<file path="src/rtl/spi_cmd_parser_if.sv">
`default_nettype none
// ============================================================================
// Module   : spi_cmd_parser_if
// Brief    : Byte-strobe input, response byte and register-bus signals of the
//            SPI command parser.
// Revision : 1.0 - initial release
// ============================================================================
interface spi_cmd_parser_if #(
    parameter int ADDR_W = 8
);
    logic              cs_n;
    logic [7:0]        rec_data;
    logic              rec_valid;
    logic [7:0]        response_data;
    logic [ADDR_W-1:0] reg_addr;
    logic [7:0]        reg_wdata;
    logic              reg_wr_en;
    logic              reg_rd_en;
    logic [7:0]        reg_rdata;
    logic              cmd_err;
    logic              busy;

    // master = SPI byte driver plus register file; slave = the parser
    modport master (
        output cs_n, rec_data, rec_valid, reg_rdata,
        input  response_data, reg_addr, reg_wdata, reg_wr_en, reg_rd_en,
               cmd_err, busy
    );

    modport slave (
        input  cs_n, rec_data, rec_valid, reg_rdata,
        output response_data, reg_addr, reg_wdata, reg_wr_en, reg_rd_en,
               cmd_err, busy
    );
endinterface
`default_nettype wire

</file>
<file path="src/rtl/spi_cmd_parser.sv">
`default_nettype none
// ============================================================================
// Module   : spi_cmd_parser
// Brief    : Frames SPI bytes by cs_n, decodes write/read burst commands and
//            drives a simple register bus plus the next MISO response byte.
// Revision : 1.0 - initial release
// ============================================================================
module spi_cmd_parser #(
    parameter int         ADDR_W      = 8,
    parameter logic [7:0] STATUS_BYTE = 8'hA5,
    parameter logic [7:0] CMD_WR      = 8'h01,
    parameter logic [7:0] CMD_RD      = 8'h02
) (
    input  logic           clk,
    input  logic           rst,
    spi_cmd_parser_if.slave bus
);

    typedef enum logic [2:0] {
        S_IDLE    = 3'd0,
        S_ADDR_WR = 3'd1,
        S_ADDR_RD = 3'd2,
        S_WDATA   = 3'd3,
        S_RDATA   = 3'd4,
        S_DISCARD = 3'd5
    } state_t;

    state_t            r_state;
    state_t            w_state_nxt;

    logic [7:0]        r_response;
    logic [ADDR_W-1:0] r_addr;
    logic [7:0]        r_wdata;
    logic              r_wr_en;
    logic              r_rd_en;
    logic              r_cmd_err;

    logic [7:0]        w_response_nxt;
    logic [ADDR_W-1:0] w_addr_nxt;
    logic [7:0]        w_wdata_nxt;
    logic              w_wr_en_nxt;
    logic              w_rd_en_nxt;
    logic              w_cmd_err_nxt;

    logic [ADDR_W-1:0] w_rec_addr;
    logic [ADDR_W-1:0] w_addr_inc;

    generate
        if (ADDR_W > 8) begin : g_addr_wide
            assign w_rec_addr = {{(ADDR_W-8){1'b0}}, bus.rec_data};
        end else if (ADDR_W == 8) begin : g_addr_byte
            assign w_rec_addr = bus.rec_data;
        end else begin : g_addr_narrow
            assign w_rec_addr = bus.rec_data[ADDR_W-1:0];
        end
    endgenerate

    // Natural modulo-2^ADDR_W wrap, no error on overflow
    assign w_addr_inc = r_addr + ADDR_W'(1);

    always_ff @(posedge clk or posedge rst) begin
        if (rst) begin
            r_state    <= S_IDLE;
            r_response <= 8'h00;
            r_addr     <= '0;
            r_wdata    <= 8'h00;
            r_wr_en    <= 1'b0;
            r_rd_en    <= 1'b0;
            r_cmd_err  <= 1'b0;
        end else begin
            r_state    <= w_state_nxt;
            r_response <= w_response_nxt;
            r_addr     <= w_addr_nxt;
            r_wdata    <= w_wdata_nxt;
            r_wr_en    <= w_wr_en_nxt;
            r_rd_en    <= w_rd_en_nxt;
            r_cmd_err  <= w_cmd_err_nxt;
        end
    end

    always_comb begin
        w_state_nxt    = r_state;
        w_response_nxt = r_response;
        w_addr_nxt     = r_addr;
        w_wdata_nxt    = r_wdata;
        w_wr_en_nxt    = 1'b0;
        w_rd_en_nxt    = 1'b0;
        w_cmd_err_nxt  = 1'b0;

        // A write strobe leaves the address in place for its own cycle, then advances
        if (r_wr_en) begin
            w_addr_nxt = w_addr_inc;
        end

        if (bus.rec_valid) begin
            case (r_state)
                S_IDLE: begin
                    w_response_nxt = STATUS_BYTE;
                    if (bus.rec_data == CMD_WR) begin
                        w_state_nxt = S_ADDR_WR;
                    end else if (bus.rec_data == CMD_RD) begin
                        w_state_nxt = S_ADDR_RD;
                    end else begin
                        w_state_nxt   = S_DISCARD;
                        w_cmd_err_nxt = 1'b1;
                    end
                end
                S_ADDR_WR: begin
                    w_addr_nxt     = w_rec_addr;
                    w_response_nxt = 8'h00;
                    w_state_nxt    = S_WDATA;
                end
                S_WDATA: begin
                    w_wdata_nxt = bus.rec_data;
                    w_wr_en_nxt = 1'b1;
                end
                S_ADDR_RD: begin
                    w_addr_nxt  = w_rec_addr;
                    w_rd_en_nxt = ~bus.cs_n;
                    w_state_nxt = S_RDATA;
                end
                S_RDATA: begin
                    w_addr_nxt  = w_addr_inc;
                    w_rd_en_nxt = ~bus.cs_n;
                end
                S_DISCARD: begin
                    w_response_nxt = STATUS_BYTE;
                end
                default: begin
                    w_state_nxt = S_IDLE;
                end
            endcase
        end

        // A read prefetch landing this cycle outranks the end-of-frame clear
        if (r_rd_en) begin
            w_response_nxt = bus.reg_rdata;
        end else if (bus.cs_n) begin
            w_response_nxt = 8'h00;
        end

        if (bus.cs_n) begin
            w_state_nxt = S_IDLE;
        end
    end

    assign bus.response_data = r_response;
    assign bus.reg_addr      = r_addr;
    assign bus.reg_wdata     = r_wdata;
    assign bus.reg_wr_en     = r_wr_en;
    assign bus.reg_rd_en     = r_rd_en;
    assign bus.cmd_err       = r_cmd_err;
    assign bus.busy          = (r_state != S_IDLE);

    a_strobe_excl: assert property (@(posedge clk) disable iff (rst) !(r_wr_en && r_rd_en));

endmodule
`default_nettype wire

</file>
<file path="src/flat_wrapper.sv">
// flat-port wrapper written by rule: the top's interface ports become plain ports
module spi_cmd_parser_flat 
#(
    parameter int         ADDR_W      = 8,
    parameter logic [7:0] STATUS_BYTE = 8'hA5,
    parameter logic [7:0] CMD_WR      = 8'h01,
    parameter logic [7:0] CMD_RD      = 8'h02
)
  (clk, rst, bus_cs_n, bus_rec_data, bus_rec_valid, bus_reg_rdata, bus_response_data, bus_reg_addr, bus_reg_wdata, bus_reg_wr_en, bus_reg_rd_en, bus_cmd_err, bus_busy);
  spi_cmd_parser_if #(.ADDR_W(ADDR_W)) bus_i ();
  input  logic clk;
  input  logic rst;
  input wire logic [$bits(bus_i.cs_n)-1:0] bus_cs_n;
  input wire logic [$bits(bus_i.rec_data)-1:0] bus_rec_data;
  input wire logic [$bits(bus_i.rec_valid)-1:0] bus_rec_valid;
  input wire logic [$bits(bus_i.reg_rdata)-1:0] bus_reg_rdata;
  output wire logic [$bits(bus_i.response_data)-1:0] bus_response_data;
  output wire logic [$bits(bus_i.reg_addr)-1:0] bus_reg_addr;
  output wire logic [$bits(bus_i.reg_wdata)-1:0] bus_reg_wdata;
  output wire logic [$bits(bus_i.reg_wr_en)-1:0] bus_reg_wr_en;
  output wire logic [$bits(bus_i.reg_rd_en)-1:0] bus_reg_rd_en;
  output wire logic [$bits(bus_i.cmd_err)-1:0] bus_cmd_err;
  output wire logic [$bits(bus_i.busy)-1:0] bus_busy;
  assign bus_i.cs_n = bus_cs_n;
  assign bus_i.rec_data = bus_rec_data;
  assign bus_i.rec_valid = bus_rec_valid;
  assign bus_i.reg_rdata = bus_reg_rdata;
  assign bus_response_data = bus_i.response_data;
  assign bus_reg_addr = bus_i.reg_addr;
  assign bus_reg_wdata = bus_i.reg_wdata;
  assign bus_reg_wr_en = bus_i.reg_wr_en;
  assign bus_reg_rd_en = bus_i.reg_rd_en;
  assign bus_cmd_err = bus_i.cmd_err;
  assign bus_busy = bus_i.busy;
  spi_cmd_parser #(.ADDR_W(ADDR_W), .STATUS_BYTE(STATUS_BYTE), .CMD_WR(CMD_WR), .CMD_RD(CMD_RD)) u_core (.clk(clk), .rst(rst), .bus(bus_i));
endmodule
</file>
<file path="config.mk">
export PLATFORM = sky130hd
export DESIGN_NAME = spi_cmd_parser_flat
export DESIGN_NICKNAME = d
export VERILOG_FILES = /design/src/rtl/spi_cmd_parser_if.sv /design/src/rtl/spi_cmd_parser.sv /design/src/flat_wrapper.sv
export SDC_FILE = /design/constraint.sdc
export NUM_CORES = 1
export LEC_CHECK = 0
export ABC_AREA = 1
export BUFFER_PORTS_ARGS = -buffer_cell sky130_fd_sc_hd__buf_2
export CORE_ASPECT_RATIO = 2
export CORE_MARGIN = 10
export CORE_UTILIZATION = 40
export CTS_BUF_LIST = sky130_fd_sc_hd__clkbuf_4
export DETAILED_ROUTE_END_ITERATION = 16
export PLACE_DENSITY = 0.61
export SLEW_MARGIN = 5
export SYNTH_ARGS = -nofsm -noshare
export SYNTH_HDL_FRONTEND = slang
export SYNTH_SLANG_ARGS = --single-unit
</file>
<file path="constraint.sdc">
create_clock -name clk -period 1.5 [get_ports clk]
set_input_delay 0.15 -clock clk [delete_from_list [all_inputs] [get_ports clk]]
set_output_delay 0.15 -clock clk [all_outputs]
set_load 0.05 [all_outputs]
</file>
# Yosys cells after proc, flatten, opt, wreduce, memory -nomap -nowiden
# Cells that the tools add are included.
totals:
  out_inout_bits: 28
  ff_bits: 30
op_classes:
  n_reduce_logical: 12
  add_sub_neg: 1
  bitwise: 1
  eq_ne: 8
  mux: 20
op_table:
  columns: ["cell", "count"]
  rows:
  - ["$mux 8", 5]
  - ["$pmux 8 s2", 2]
  - ["$mux 3", 4]
  - ["$pmux 3 s4", 1]
  - ["$add 8x1->8 const B", 1]
  - ["$eq 8x1->1 const B", 1]
  - ["$eq 8x2->1 const B", 1]
  - ["$mux 1", 8]
  - ["$eq 3x2->1 const B", 2]
  - ["$eq 3x3->1 const B", 2]
  - ["$reduce_and 2->1", 3]
  - ["$reduce_bool 3->1", 2]
  - ["$reduce_or 2->1", 3]
  - ["$reduce_bool 4->1", 1]
  - ["$eq 3x1->1 const B", 1]
  - ["$logic_not 3->1", 1]
  - ["$reduce_or 3->1", 1]
  - ["$ne 2x1->1 const B", 1]
  - ["$reduce_bool 2->1", 1]
  - ["$not 1->1", 1]

# Logic depth before layout (Yosys ltp)
depth:
  ltp_word: 6
  mapped_depth: 9
  depth_no_buf: 9

# Worst setup path after synthesis
# Ideal clock, no wire load.
synth_path:
  kind: "reg2reg"
  from: "reg u_core.r_addr[1] (netlist: u_core.bus.reg_addr[1])"
  to: "reg u_core.r_addr[6] (netlist: u_core.bus.reg_addr[6])"
  t_arrival_ps: 1447
  stages_incl_launch_ff: 9
  synth_period_minus_slack_ps: 1564
  setup_ps: 116
  path_slack_ps: -64
  cell_sequence: "dfrtp_1 ha_1 nand3_1 o21bai_1 nand2_1 nand2_1 nand2_1 nand2_1 nand2_1"
synth_via:
  elab_chain_cells: 4
synth_rtl:
  columns: ["element", "line_no", "text"]
  rows:
  - ["start: declaration", "spi_cmd_parser.sv:32", "logic [ADDR_W-1:0] r_addr;"]
  - ["start signal: assignment", "spi_cmd_parser.sv:73", "r_addr <= w_addr_nxt;"]
  - ["$add 8x1->8 *", "spi_cmd_parser.sv:59", "assign w_addr_inc = r_addr + ADDR_W'(1);"]
  - ["$mux 8", "spi_cmd_parser.sv:91", "if (r_wr_en) begin"]
  - ["$pmux 8 s2", "spi_cmd_parser.sv:96", "case (r_state)"]
  - ["$mux 8 *", "spi_cmd_parser.sv:95", "if (bus.rec_valid) begin"]
  - ["via u_core.w_addr_nxt[6]", "spi_cmd_parser.sv:39", "logic [ADDR_W-1:0] w_addr_nxt;"]
# The timed path passes the listed nets; every way through them passes the cells marked *.
# A chain may end at the register's enable or synchronous reset.

# Worst setup path after layout
layout_path:
  from: "reg u_core.r_state[0]"
  to: "out bus_busy"
layout_via:
  elab_chain_cells: 1
layout_rtl:
  columns: ["element", "line_no", "text"]
  rows:
  - ["start: declaration", "spi_cmd_parser.sv:28", "state_t r_state;"]
  - ["start signal: assignment", "spi_cmd_parser.sv:71", "r_state <= w_state_nxt;"]
  - ["$reduce_bool 3->1", "spi_cmd_parser.sv:153", "assign bus.busy = (r_state != S_IDLE);"]
  - ["end: declaration", "flat_wrapper.sv:23", "output wire logic [$bits(bus_i.busy)-1:0] bus_busy;"]
# No other way between the ends.

==> results.md <==
### Die
• area of the die: 7392 um^2
• standard cell core area: 4088 um^2
• Chip Height: 112 um
• overall die width: 66 um
• Top-Level Pins: 48
• initial core utilization: 0.4141
• cell row count: 33

### Setup path
• flop-to-flop setup slack: 110 ps
• critical path startpoint: u_core.r_state[0]$_DFFE_PP0P_
• path type of the worst setup path: register to output pin
• destination of the worst register-to-register timing path: u_core.bus.reg_addr[0]$_DFF_PP0_
• required time worst endpoint: 1350 ps
• reg2reg path depth: 6
• capture point of the critical path: bus_busy
• CP Launch Type: register
• crit end category: output pin
• crit-path max FO: 5
• Worst R2R Start: u_core.r_state[1]$_DFFE_PP0P_
• arrival time worst endpoint: 1270 ps

### Placed design
• Buffers on Ports: 47
• final weighted congestion in routability-driven placement: 0.9096
• post-detailed-placement half-perimeter wirelength: 3542 um

### Global routing
• first-pass GRT wire length: 8114 um
• largest net degree at the start of global routing: 31
• total grt overflow: 0
• combined global-route utilization of all metal layers: 0.1350
• number of antenna violations at the first check in global routing: 0
• number of global-route vias before repair: 1759

### Final layout
• proportion of layout cells with a drive suffix above 1: 0.2649
• fill cell instance count of the final layout: 422
• area used by multi-input combinational logic: 820.8 um^2
• sequential cell area: 754.5 um^2
• layout-stage area growth over the synthesis result: 28.09%
• final net count: 322
• final antenna diode count: 0
• fraction of the core area covered by cells at the end of the flow: 0.5305

### CTS
• clock tree buffer depth: 2
• htree depth: 2
• clock sink count: 30
• clock transition at the registers of the reported paths: 100 ps
• clock tree from TritonCTS: done
• clock latency reported for the late side of the worst-skew pair: 330 ps
• CTS buffer count: 5
• CTS Root Buffer Type: sky130_fd_sc_hd__clkbuf_4

### Synth
• total number of yosys warnings: 0
• sequential fraction of the synthesis area: 0.4435
• Syn Area/Cell: 6.995 um^2
• Yosys cell types: 25
• total of flip-flops plus latches after synthesis: 30
• synthesized instance count: 242
• Mapped Nets: 263
• cell area after synthesis: 1693 um^2

### Timing
• worst hold slack: 19.71 ps
• endpoints failing hold: 0
• Rel. slew slack: 0.7113
• final clock period utilization by the worst path: 0.9451
• worst slew pin tran: 432.6 ps
• number of endpoints failing setup at the final stage: 0
• clock tree skew after final layout: 12.66 ps
• Final min period: 1418 ps
• fmax: 705.4 MHz
• max-slew violation total from the final report: 0
• RSZ-0062 raised after global routing: yes

### Power
• VDD IR max: 1.115 mV
• PwrDens: 2162 nW/um^2
• P_leak: 1.194 nW

### Run
• max-capacitance violation count: 0

### Route
• average vias per placed instance: 4.749
• violation count after the first detailed-route iteration: 71
• top layer reached by signal wires: met4
• number of routed nets with antenna violations: 0
• count of TritonRoute iterations in the first routing pass: 4
• sum of met3 wire segment lengths after detailed routing: 290 um
• routed length on met1: 1807 um
• wire length per cell after detailed routing: 13.03 um
• routed wire length on met2: 2422 um
• number of vias after detailed routing: 1681
• Post-Route WL: 4611 um
• residual DRC count: 0

### Worst hold path
• classification of the worst-slack hold path: input pin to register
• Hold Path Origin: bus_cs_n

### Run status
• outcome: complete, no violations

[cell usage after synthesis]
cell type,count,area share
sky130_fd_sc_hd__nand2_1,99,0.22
sky130_fd_sc_hd__dfrtp_1,30,0.44
sky130_fd_sc_hd__inv_1,30,0.067
sky130_fd_sc_hd__o21ai_0,19,0.056
sky130_fd_sc_hd__nand3_1,18,0.053
sky130_fd_sc_hd__nor2_1,16,0.035
sky130_fd_sc_hd__o21ai_1,8,0.024
sky130_fd_sc_hd__buf_2,3,0.0089
sky130_fd_sc_hd__a22oi_1,2,0.0089
sky130_fd_sc_hd__xnor2_1,2,0.010
sky130_fd_sc_hd__a21oi_1,1,0.0030
sky130_fd_sc_hd__buf_1,1,0.0022
sky130_fd_sc_hd__buf_4,1,0.0044
sky130_fd_sc_hd__buf_6,1,0.0067
sky130_fd_sc_hd__ha_1,1,0.0074
sky130_fd_sc_hd__inv_2,1,0.0022
sky130_fd_sc_hd__nand2_4,1,0.0067
sky130_fd_sc_hd__nand3_2,1,0.0059
sky130_fd_sc_hd__nand3b_1,1,0.0044
sky130_fd_sc_hd__nand4_1,1,0.0037
sky130_fd_sc_hd__nor2_2,1,0.0037
sky130_fd_sc_hd__nor2_4,1,0.0067
sky130_fd_sc_hd__nor3_1,1,0.0030
sky130_fd_sc_hd__o21ai_4,1,0.0096
sky130_fd_sc_hd__o21bai_1,1,0.0044
[timing repair]
item / in CTS / in global routing
pin swaps: 1 / 2
setup buffers: 3 / 2
setup endpoints to repair: 1 / 2
gates cloned: 0 / 0
endpoints found under the hold margin: 30 / 0
gates resized for setup: 5 / 7
hold buffers: 1 / 0
[cell families after synthesis]
| logic type | Yosys count | share of synthesized area |
|---|---|---|
| adder cells (fa/ha/maj) | 1 | 0.007390 |
| AND/OR/NAND/NOR | 140 | 0.3422 |
| flip-flops | 30 | 0.4435 |
| buffers and inverters | 37 | 0.09090 |
| AO/OA/AOI/OAI | 32 | 0.1057 |
| XOR/XNOR | 2 | 0.01035 |
[sequential cells by signal (all words and copies together) (netlist names)]
signal	flops
u_core.bus.cmd_err	1
u_core.bus.reg_addr	8
u_core.bus.reg_rd_en	1
u_core.bus.reg_wdata	8
u_core.bus.reg_wr_en	1
u_core.bus.response_data	8
u_core.r_state	3
[metal layers]
layer  global-route usage  up-vias
met2               0.2289       44
met1               0.1433      757
li1                     -      873
met5                    0        -
met4              0.06048        0
met3              0.04719        7
[how the worst min path moves through the flow]
stage / end / slack (ps) / cells after the start
after CTS: u_core.bus.reg_rd_en$_DFF_PP0_ / 9 / 2
after global routing: u_core.bus.reg_rd_en$_DFF_PP0_ / 1 / 2
after detailed placement: u_core.r_state[0]$_DFFE_PP0P_ / 250 / 3
final: u_core.bus.reg_rd_en$_DFF_PP0_ / 20 / 2
after floorplan: u_core.bus.reg_rd_en$_DFF_PP0_ / 220 / 1
after global placement: u_core.r_state[0]$_DFFE_PP0P_ / 260 / 3
[worst max-delay path: stages (launching register included)]
cell,delay [ps]
sky130_fd_sc_hd__dfrtp_1,400
sky130_fd_sc_hd__inv_2,110
sky130_fd_sc_hd__nand2_4,80
sky130_fd_sc_hd__nor2_4,120
sky130_fd_sc_hd__inv_1,70
sky130_fd_sc_hd__buf_6,150
[placed cells by master (no fill, tap or decap), types with 2 or more instances in the layout]
master and instances:
sky130_fd_sc_hd__dfrtp_2 3, sky130_fd_sc_hd__nor2_1 15, sky130_fd_sc_hd__nand3_1 17, sky130_fd_sc_hd__nor2_4 2, sky130_fd_sc_hd__a22oi_1 2, sky130_fd_sc_hd__clkbuf_4 7, sky130_fd_sc_hd__nand2_4 2, sky130_fd_sc_hd__nand2_1 98
sky130_fd_sc_hd__inv_2 2, sky130_fd_sc_hd__buf_2 46, sky130_fd_sc_hd__dfrtp_1 27, sky130_fd_sc_hd__o21ai_1 8, sky130_fd_sc_hd__buf_4 10, sky130_fd_sc_hd__inv_1 28, sky130_fd_sc_hd__o21ai_0 19, sky130_fd_sc_hd__nand3_2 2
sky130_fd_sc_hd__xnor2_1 2
[area by class of cell]
| cell class | instances | area share |
|---|---|---|
| multi-input cells | 175 | 0.3785 |
| inverters | 31 | 0.05482 |
| clock buffers | 7 | 0.02424 |
| flip-flops and latches | 30 | 0.3480 |
| repair buffers | 58 | 0.1506 |
| well taps | 52 | 0.03001 |
| clock inverters | 1 | 0.01385 |
[report_power, final]
group          switching, W  internal (W)
combinational       0.00193      0.000738
clock              0.000284      0.000390
sequential         0.000246       0.00110
[per-stage QoR]
| stage | std cells | TNS (ps) | worst slack [ps] | cell area, um^2 | power, W |
|---|---|---|---|---|---|
| floorplan | 242 | 0 | 31.05 | 1697 | 0.003263 |
| global placement | 340 | 0 | 88.49 | 1997 | 0.003869 |
| detailed placement | 340 | 0 | 96.18 | 1997 | 0.003882 |
| CTS | 352 | 0 | 0.9587 | 2120 | 0.004643 |
| global route | 354 | -19.35 | -16.96 | 2168 | 0.005066 |
| finish | 354 | 0 | 82.36 | 2168 | 0.004688 |
Power figures use the tool's default switching activity.
